File: src/rtl/npu_inst_pkg.sv
// Shared opcode, error-code and FSM-state definitions for the NPU instruction sequencer.
package npu_inst_pkg;

  localparam int unsigned OP_NOP  = 0;
  localparam int unsigned OP_HALT = 1;
  localparam int unsigned OP_SYNC = 2;
  localparam int unsigned OP_EXEC = 3;

  localparam logic [1:0] ERR_NONE    = 2'd0;
  localparam logic [1:0] ERR_ILLEGAL = 2'd1;
  localparam logic [1:0] ERR_PC_OVF  = 2'd2;
  localparam logic [1:0] ERR_TIMEOUT = 2'd3;

  typedef enum logic [2:0] {
    StIdle,
    StFetch,
    StDecode,
    StIssue,
    StSync,
    StFinish
  } seq_state_e;

endpackage

File: src/rtl/inst_decoder.sv
// Combinational instruction field extraction and opcode legality check.
module inst_decoder
  import npu_inst_pkg::*;
#(
  parameter int unsigned OP_WIDTH = 4,
  parameter int unsigned UNIT_W   = 2
) (
  input  logic [OP_WIDTH+UNIT_W-1:0] inst_hi,
  output logic                       is_nop,
  output logic                       is_halt,
  output logic                       is_sync,
  output logic                       is_exec,
  output logic                       illegal,
  output logic [UNIT_W-1:0]          unit
);

  logic [OP_WIDTH-1:0] op;

  assign op   = inst_hi[OP_WIDTH+UNIT_W-1 -: OP_WIDTH];
  assign unit = inst_hi[UNIT_W-1:0];

  // NUM_UNITS is a power of two, so every UNIT_W-bit index names a real unit;
  // only the opcode can make an instruction illegal.
  always_comb begin
    is_nop  = (op == OP_WIDTH'(OP_NOP));
    is_halt = (op == OP_WIDTH'(OP_HALT));
    is_sync = (op == OP_WIDTH'(OP_SYNC));
    is_exec = (op == OP_WIDTH'(OP_EXEC));
    illegal = !(is_nop || is_halt || is_sync || is_exec);
  end

endmodule

File: src/rtl/inst_sequencer.sv
// NPU instruction sequencer: fetch/decode/dispatch FSM owning the program counter.
// Optional ISSUE/SYNC watchdog is compiled in with `define INST_SEQ_TIMEOUT_EN.
module inst_sequencer
  import npu_inst_pkg::*;
#(
  parameter int unsigned INST_LEN       = 16,
  parameter int unsigned PC_WIDTH       = 8,
  parameter int unsigned OP_WIDTH       = 4,
  parameter int unsigned NUM_UNITS      = 4,
  parameter int unsigned TIMEOUT_CYCLES = 1024
) (
  input  logic                 clk,
  input  logic                 rst,
  input  logic                 start,
  input  logic [PC_WIDTH-1:0]  start_pc,
  output logic                 busy,
  output logic                 done,
  output logic [1:0]           err_code,
  output logic [PC_WIDTH-1:0]  pc,
  output logic                 imem_en,
  output logic [PC_WIDTH-1:0]  imem_addr,
  input  logic [INST_LEN-1:0]  imem_data,
  output logic [NUM_UNITS-1:0] issue_valid,
  input  logic [NUM_UNITS-1:0] issue_ready,
  output logic [INST_LEN-1:0]  issue_inst,
  input  logic [NUM_UNITS-1:0] unit_busy
);

  localparam int unsigned UNIT_W = $clog2(NUM_UNITS);
  localparam logic [PC_WIDTH-1:0] PC_MAX = '1;

  seq_state_e state;

  logic              dec_nop;
  logic              dec_halt;
  logic              dec_sync;
  logic              dec_exec;
  logic              dec_illegal;
  logic [UNIT_W-1:0] dec_unit;
  logic              issue_done;
  logic              advance;
  logic              wd_expired;

  inst_decoder #(
    .OP_WIDTH (OP_WIDTH),
    .UNIT_W   (UNIT_W)
  ) u_decoder (
    .inst_hi (imem_data[INST_LEN-1 -: OP_WIDTH+UNIT_W]),
    .is_nop  (dec_nop),
    .is_halt (dec_halt),
    .is_sync (dec_sync),
    .is_exec (dec_exec),
    .illegal (dec_illegal),
    .unit    (dec_unit)
  );

  assign imem_addr  = pc;
  assign issue_done = |(issue_valid & issue_ready);

  // Every path that moves on to the next instruction funnels through one PC-advance step.
  assign advance = (state == StDecode && dec_nop) ||
                   (state == StIssue  && issue_done) ||
                   (state == StSync   && unit_busy == '0);

`ifdef INST_SEQ_TIMEOUT_EN
  localparam int unsigned WD_W = $clog2(TIMEOUT_CYCLES + 1);

  logic [WD_W-1:0] wd_cnt;

  assign wd_expired = (wd_cnt == WD_W'(TIMEOUT_CYCLES - 1));

  // ISSUE and SYNC are only entered from DECODE, so clearing outside them restarts it on entry.
  always_ff @(posedge clk) begin
    if (rst || !(state == StIssue || state == StSync)) begin
      wd_cnt <= '0;
    end else begin
      wd_cnt <= wd_cnt + 1'b1;
    end
  end
`else
  assign wd_expired = 1'b0;
`endif

  always_ff @(posedge clk) begin
    if (rst) begin
      state       <= StIdle;
      busy        <= 1'b0;
      done        <= 1'b0;
      err_code    <= ERR_NONE;
      pc          <= '0;
      imem_en     <= 1'b0;
      issue_valid <= '0;
      issue_inst  <= '0;
    end else begin
      done    <= 1'b0;
      imem_en <= 1'b0;
      unique case (state)
        StIdle: begin
          if (start) begin
            pc       <= start_pc;
            err_code <= ERR_NONE;
            busy     <= 1'b1;
            imem_en  <= 1'b1;
            state    <= StFetch;
          end
        end
        StFetch: state <= StDecode;
        StDecode: begin
          issue_inst <= imem_data;
          if (dec_illegal) begin
            if (err_code == ERR_NONE) err_code <= ERR_ILLEGAL;
            done  <= 1'b1;
            busy  <= 1'b0;
            state <= StFinish;
          end else if (dec_exec) begin
            issue_valid <= NUM_UNITS'(1) << dec_unit;
            state       <= StIssue;
          end else if (dec_sync) begin
            state <= StSync;
          end else if (dec_halt) begin
            done  <= 1'b1;
            busy  <= 1'b0;
            state <= StFinish;
          end
        end
        StIssue: begin
          if (issue_done) begin
            issue_valid <= '0;
          end else if (wd_expired) begin
            issue_valid <= '0;
            if (err_code == ERR_NONE) err_code <= ERR_TIMEOUT;
            done  <= 1'b1;
            busy  <= 1'b0;
            state <= StFinish;
          end
        end
        StSync: begin
          if (unit_busy != '0 && wd_expired) begin
            if (err_code == ERR_NONE) err_code <= ERR_TIMEOUT;
            done  <= 1'b1;
            busy  <= 1'b0;
            state <= StFinish;
          end
        end
        StFinish: state <= StIdle;
        default:  state <= StIdle;
      endcase

      // Stop at the top of the address space rather than wrapping to 0.
      if (advance) begin
        if (pc == PC_MAX) begin
          if (err_code == ERR_NONE) err_code <= ERR_PC_OVF;
          done  <= 1'b1;
          busy  <= 1'b0;
          state <= StFinish;
        end else begin
          pc      <= pc + 1'b1;
          imem_en <= 1'b1;
          state   <= StFetch;
        end
      end
    end
  end

endmodule
File: config.mk
export PLATFORM = sky130hd
export DESIGN_NAME = inst_sequencer
export DESIGN_NICKNAME = d
export VERILOG_FILES = /design/src/rtl/npu_inst_pkg.sv /design/src/rtl/inst_decoder.sv /design/src/rtl/inst_sequencer.sv
export SDC_FILE = /design/constraint.sdc
export NUM_CORES = 1
export LEC_CHECK = 0
export ABC_AREA = 1
export CORE_MARGIN = 10
export CORE_UTILIZATION = 38
export CTS_CLUSTER_DIAMETER = 80
export DETAILED_ROUTE_END_ITERATION = 12
export GPL_ROUTABILITY_DRIVEN = 1
export PLACE_DENSITY = 0.75
export SLEW_MARGIN = 20
export SYNTH_ARGS = -nofsm -noshare
export SYNTH_HDL_FRONTEND = slang
export SYNTH_SLANG_ARGS = --single-unit
File: constraint.sdc
create_clock -name clk -period 1.5 [get_ports clk]
set_input_delay 0.45 -clock clk [delete_from_list [all_inputs] [get_ports clk]]
set_output_delay 0.45 -clock clk [all_outputs]
set_load 0.01 [all_outputs]
==> flow_summary_export.csv, run 1 <==
group,metric,value,unit
outcome,status,"finished, final reports clean",
synth,ys_warn_count,0,
critical_path,crit_type,"reg -> out",
timing,drv_slew,0,
global_route,grtUsageTotal,14.60,%
synth,synth_fp_nets,304,
drt,vias_per_cell,4.890,
clocking,cts_buffers,5,
worst_hold_path,hold_path.class,"reg -> reg",
critical_path,worstPathBufferInverterCount,1,
global_route,antenna_found_initial,1,
die,die_w,89.53,microns
worst_hold_path,hold_path_startpoint,"issue_inst[3]",
timing,finalCritPeriodShare,96.46,%
clocking,clockBufferDepth,2,
synth,avgSynthCellArea,6.854,sq um
timing,finalWorstSetupSlack,0.05313,ns
die,io_pins,76,
cells_and_area,layout.nets,408,
drt,routed_wirelength,6089,microns
place,place_inst,408,
clocking,cts_tree,"built",
timing,worst_pin_slew,0.2654,ns
pwr,leakagePower,1.543,nW
die,initial_core_util,39.15,%
cells_and_area,areaGrowthSynthToFinish,70.30,%
pwr,pwr_density_cell,1421,nW/um^2
cells_and_area,drive_above_1_share,25.20,%
clocking,insertion_delay,0.28,ns
place,place_ws,-0.3995,ns
critical_path,crit_path_start,"imem_addr[2]",
critical_path,worstPathArrival,1.00,ns
place,gp_congestion,0.8507,
global_route,grt_pass1_vias,2038,
global_route,overflow,0,
global_route,grt_max_degree,20,
critical_path,cp_slowest_cell,"dfxtp_2",
critical_path,cp-start-kind,"flop",
synth,synthesis.area,1837,sq um
drt,drc_errors,0,
synth,synthCells,268,
drt,ant_nets,0,
timing,min_period,1.447,ns
critical_path,path_cells,"dlygate4sd2_1",
timing,relSlewSlack,82.21,%
synth,netlist_top_cells_area,"dfxtp_1 (39%), nor2_1 (11%), nand2_1 (11%)",
critical_path,r2r_slack,0.05,ns
synth,synth_top_area_cell,"dfxtp_1",
critical_path,end_kind,"output pin",
clocking,root_buffer,"clkbuf_8",
die,row_count,25,
place,hpwl,4284,microns
synth,synth-seq-cells,36,
critical_path,slowest_delay,0.41,ns
synth,seq_area_frac_synth,39.24,%
timing,fmax,691.1,MHz
global_route,grt_pass1_wl,9135,microns
timing,final-setup-viol-count,0,
critical_path,cpLargestDelayFamily,"flip-flops",
cells_and_area,final_cell_count_no_fill,428,
synth,yosysUniqueCellTypes,27,
timing,timing_hold_violations_final,0,
cells_and_area,fin_util,66.67,%
place,portBuffers,75,
critical_path,crit_required,1.05,ns
critical_path,reg2regPathDepth,9,
die,die_y,89.53,microns
critical_path,worst-path-stages,1,
clocking,cts_max_level,2,
die,dieArea,8015,sq um
drt,drtPass1Iterations,4,
worst_hold_path,hold_path_depth,2,
flow_run,cap_violations,0,
drt,wire_per_inst,14.23,microns
critical_path,cp_max_fo,6,
drt,drt-initial-drc-count,135,
timing,finClkSkew,0.003417,ns
drt,vias,2093,
synth,yosys.area.top_type_share,39.24,%
clocking,cts.clk_slew.worst_paths,0.07,ns
die,core_area,4692,sq um
critical_path,r2r-start,"imem_addr[0]",
clocking,cts.sinks,36,
pwr,worst_ir_drop_vdd,0.8053,mV
cell families after synthesis:
family          Yosys count  synth area share, %
compound gates           45                12.74
xor+xnor                  3                1.431
fa+ha+maj                 1               0.6811
buf+inv                  37                9.809
flops                    36                39.24
simple gates            146                36.10
worst min-delay path, stage by stage (launching register included):
cell and delay (ns):
dfxtp_1 0.33, nor2_1 0.04, nor2_1 0.08
cell usage after synthesis:
| master | number |
|---|---|
| xor2_1 | 3 |
| buf_6 | 1 |
| nand4_1 | 9 |
| o21ai_1 | 2 |
| o21bai_1 | 1 |
| inv_1 | 19 |
| o21ai_0 | 25 |
| nor2_1 | 54 |
| nor2_2 | 2 |
| a21oi_1 | 15 |
| clkbuf_1 | 3 |
| nor3_1 | 8 |
| buf_4 | 8 |
| a211oi_1 | 1 |
| nor2_4 | 2 |
| nand2_4 | 1 |
| or2_2 | 2 |
| nand3_4 | 2 |
| buf_2 | 3 |
| nand2_2 | 5 |
| nand3_1 | 8 |
| buf_1 | 1 |
| ha_1 | 1 |
| inv_2 | 2 |
| nand2_1 | 53 |
| dfxtp_1 | 36 |
| o21ai_2 | 1 |
layout make-up:
| cell class | instances | area, sq um |
|---|---|---|
| antenna | 1 | 2.502 |
| timing repair buffer | 112 | 1020 |
| inverter | 21 | 81.33 |
| multi-input combinational | 196 | 1112 |
| clock buffer | 6 | 72.57 |
| clock inverter | 2 | 35.03 |
| tap | 54 | 67.56 |
| sequential | 36 | 737.0 |
| fill | 407 | 1564 |
state kept, by name, indices dropped and copies added, names as in the netlist:
register	flops
state	3
busy	1
done	1
imem_en	1
err_code	2
issue_inst	16
issue_valid	4
imem_addr	8
stage by stage:
stage	setup TNS [ns]	cell area (sq um)	total power [W]	hold WS [ns]
5_1_grt	-0.1190	3128	0.004789	0.5053
4_1_cts	-0.003520	2944	0.004276	0.4841
3_3_place_gp	-5.849	2774	0.003513	0.4608
2_1_floorplan	0	1842	0.002568	0.5024
3_5_place_dp	-6.246	2774	0.003563	0.4712
6_report	0	3128	0.004444	0.4783
layout by cell type (no fill, tap or decap), types with 4 or more instances in the layout:
cell	n
clkdlybuf4s50_1	21
buf_4	33
dfxtp_1	29
nor2_4	9
nor2_1	43
inv_1	17
o21ai_1	4
a21oi_1	15
nand3_1	6
nor2_2	6
nand3_4	4
nor3_1	6
o21ai_0	20
dlymetal6s2s_1	7
nand2_1	49
nand2_2	9
nand4_1	9
clkbuf_8	5
dfxtp_2	4
dlygate4sd2_1	47
worst paths after layout:
| path | endpoint |
|---|---|
| worst max-delay path | imem_addr[2] |
| worst min-delay path | issue_inst[3] |
| worst max register to register | imem_addr[5] |
| worst min register to register | issue_inst[3] |
layer usage:
metal / wire length [microns] / GRT usage (%) / up-vias
met4: 100 / 5.491 / 0
li1: - / - / 1070
met1: 2426 / 14.63 / 944
met2: 3063 / 26.20 / 71
met3: 498 / 6.199 / 8
met5: 0 / 0 / -
repair_timing:
| item | in CTS | in global routing |
|---|---|---|
| hold buffers | 0 | 0 |
| cloned | 1 | 0 |
| buffers inserted | 3 | 7 |
| setup endpoints to repair | 54 | 18 |
| pin swaps | 15 | 19 |
| resized for setup | 70 | 39 |
power by group:
part	switching (W)	internal, W
Clock	0.000343	0.000493
Sequential	0.000219	0.00125
Combinational	0.00116	0.000981
Total	0.00172	0.00272
No activity file was read; power rests on OpenSTA's default activity.
==> run 2, diff against run 1 <==
--- a/config.mk
+++ b/config.mk
@@ -12,6 +12,7 @@
 export DETAILED_ROUTE_END_ITERATION = 12
 export GPL_ROUTABILITY_DRIVEN = 1
 export PLACE_DENSITY = 0.75
+export SETUP_SLACK_MARGIN = 0.3
 export SLEW_MARGIN = 20
 export SYNTH_ARGS = -nofsm -noshare
 export SYNTH_HDL_FRONTEND = slang
==> run 2 against run 1 <==
Net effect:
- final cell count grew 3.0%
- wire length up 12%
- sequential share of layout area down 1.1 points
- critical path type is now reg -> reg
- die area stayed put
- sequential power is 7% higher
- setup slack improved by 0.068 ns
- utilization rose by 7.6 points
- first-iteration DRC count fell by 15%
- clock skew is 0.0046 ns higher
- register-to-register slack better by 0.07 ns
- total power up 16%
- highest routed layer unchanged
==> flow_summary_export.csv, run 2 (synthesis gave the netlist of run 1 again) <==
group,metric,value,unit
global_route,grtUsageTotal,16.01,%
cells_and_area,antenna_cells,0,
global_route,overflow,0,
clocking,cts_hold_buffers,0,
clocking,cts_tree,"built",
drt,ant_nets,0,
timing,finalCritPeriodShare,91.95,%
place,portBuffers,75,
die,row_count,25,
timing,fmax,725.1,MHz
critical_path,r2r-start,"imem_addr[1]",
pwr,pwr_density_cell,1485,nW/um^2
critical_path,cp-start-kind,"flop",
clocking,clockBufferDepth,2,
global_route,grt_max_degree,14,
pwr,worst_ir_drop_vdd,0.9780,mV
timing,worst_pin_slew,0.2889,ns
place,place_inst,407,
global_route,antenna_found_initial,0,
drt,drt-initial-drc-count,115,
clocking,cts_max_level,2,
clocking,insertion_delay,0.30,ns
outcome,status,"finished, final reports clean",
cells_and_area,fin_util,74.29,%
worst_hold_path,hold_path.class,"reg -> reg",
cells_and_area,final_cell_count_no_fill,441,
critical_path,worstPathArrival,1.61,ns
drt,routed_wirelength,6844,microns
drt,vias_per_cell,5.102,
timing,drv_slew,0,
cells_and_area,final_cell_mix,"buf_6 (51), nor2_1 (43), nand2_1 (39)",
cells_and_area,mostFrequentLayoutCell,"buf_6",
cells_and_area,largest_reg_flops,16,
flow_run,cap_violations,0,
global_route,grt_pass1_vias,2163,
die,die_y,89.53,microns
worst_hold_path,hold_path_startpoint,"issue_inst[7]",
pwr,power,0.005177,W
timing,min_period,1.379,ns
cells_and_area,layout.nets,422,
cells_and_area,areaGrowthSynthToFinish,89.78,%
timing,relSlewSlack,80.72,%
critical_path,crit_required,1.74,ns
timing,finClkSkew,0.008013,ns
critical_path,crit_type,"reg -> reg",
pwr,leakagePower,1.571,nW
global_route,grt_pass1_wl,10010,microns
die,initial_core_util,39.15,%
drt,vias,2250,
critical_path,end_kind,"flop",
timing,final-setup-viol-count,0,
clocking,cts.clk_slew.worst_paths,0.08,ns
clocking,cts.sinks,36,
drt,wire_per_inst,15.52,microns
place,gp_congestion,0.8376,
die,io_pins,76,
critical_path,cp_max_fo,3,
clocking,root_buffer,"clkbuf_8",
clocking,cts_buffers,5,
timing,rsz0062_at_grt,"true",
die,core_area,4692,sq um
cells_and_area,drive_above_1_share,52.45,%
place,hpwl,4444,microns
timing,timing_hold_violations_final,0,
die,die_w,89.53,microns
drt,drc_errors,0,
die,dieArea,8015,sq um
drt,drtPass1Iterations,4,
critical_path,crit_path_start,"imem_addr[1]",
critical_path,r2r_slack,0.12,ns
cells_and_area,regMostFlops,"issue_inst",
-- run 2: cell count changes in the layout (fill, tap and decap cells not counted), moves of 4 or more --
cell            change
dfxtp_2            +24
dfxtp_1            -28
dlymetal6s2s_1      -6
o21ai_1             +8
o21ai_0            -11
dfxtp_4             +4
dlygate4sd2_1      -39
buf_4               +5
buf_6              +49
nand2_4             +6
nand2_1            -10
-- run 2: worst paths after layout --
| check | to | cells past startpoint |
|---|---|---|
| setup / recovery | err_code[1] | 7 |
| hold / removal | issue_inst[7] | 2 |
| setup reg to reg | err_code[1] | 7 |
| hold reg to reg | issue_inst[7] | 2 |
-- run 2: layer usage --
| layer | vias up | GRT usage (%) | part of all wire (%) |
|---|---|---|---|
| met5 | - | 0 | 0 |
| met4 | 0 | 5.780 | 2.5 |
| met3 | 18 | 6.381 | 8.2 |
| met2 | 103 | 28.58 | 52 |
| met1 | 1033 | 16.50 | 37 |
| li1 | 1096 | - | - |
-- run 2: cell type report --
cell class                 count  area, sq um
fill                         345         1206
clock inverter                 2        10.01
sequential                    36        782.0
timing repair buffer         126         1230
multi-input combinational    196         1225
tap                           54        67.56
inverter                      21        88.84
clock buffer                   6        82.58
-- run 2: timing repair --
item,in CTS,in global routing
resized for setup,270,73
pin swaps,28,15
endpoints found under the setup margin,67,74
cloned,1,1
setup buffers,11,13
-- run 2: stage by stage --
| step | TNS, ns | setup WS (ns) | hold slack, ns | cell area [sq um] |
|---|---|---|---|---|
| after CTS | 0 | 0.2051 | 0.4746 | 3141 |
| final | 0 | 0.1208 | 0.4755 | 3486 |
| after floorplan | 0 | 0.1865 | 0.5076 | 1961 |
| after detailed placement | -6.638 | -0.3829 | 0.4709 | 2873 |
| after global placement | -6.448 | -0.3907 | 0.4603 | 2873 |
| after global routing | 0 | 0.04442 | 0.4925 | 3486 |
-- run 2: where the power goes --
| group | total [W] | internal, W | switching, W | leakage, nW |
|---|---|---|---|---|
| clock network | 0.000723 | 0.000366 | 0.000357 | 0.0510 |
| registers | 0.00158 | 0.00130 | 0.000275 | 0.311 |
| logic | 0.00288 | 0.00150 | 0.00138 | 1.21 |
| total | 0.00518 | 0.00317 | 0.00201 | 1.57 |
-- run 2: critical path: stages (launching register included) --
cell,delay [ns]
dfxtp_4,0.37
ha_4,0.15
nand3_4,0.10
nor2_4,0.15
nand3_4,0.15
o21bai_1,0.19
nand2_1,0.10
a21oi_2,0.11
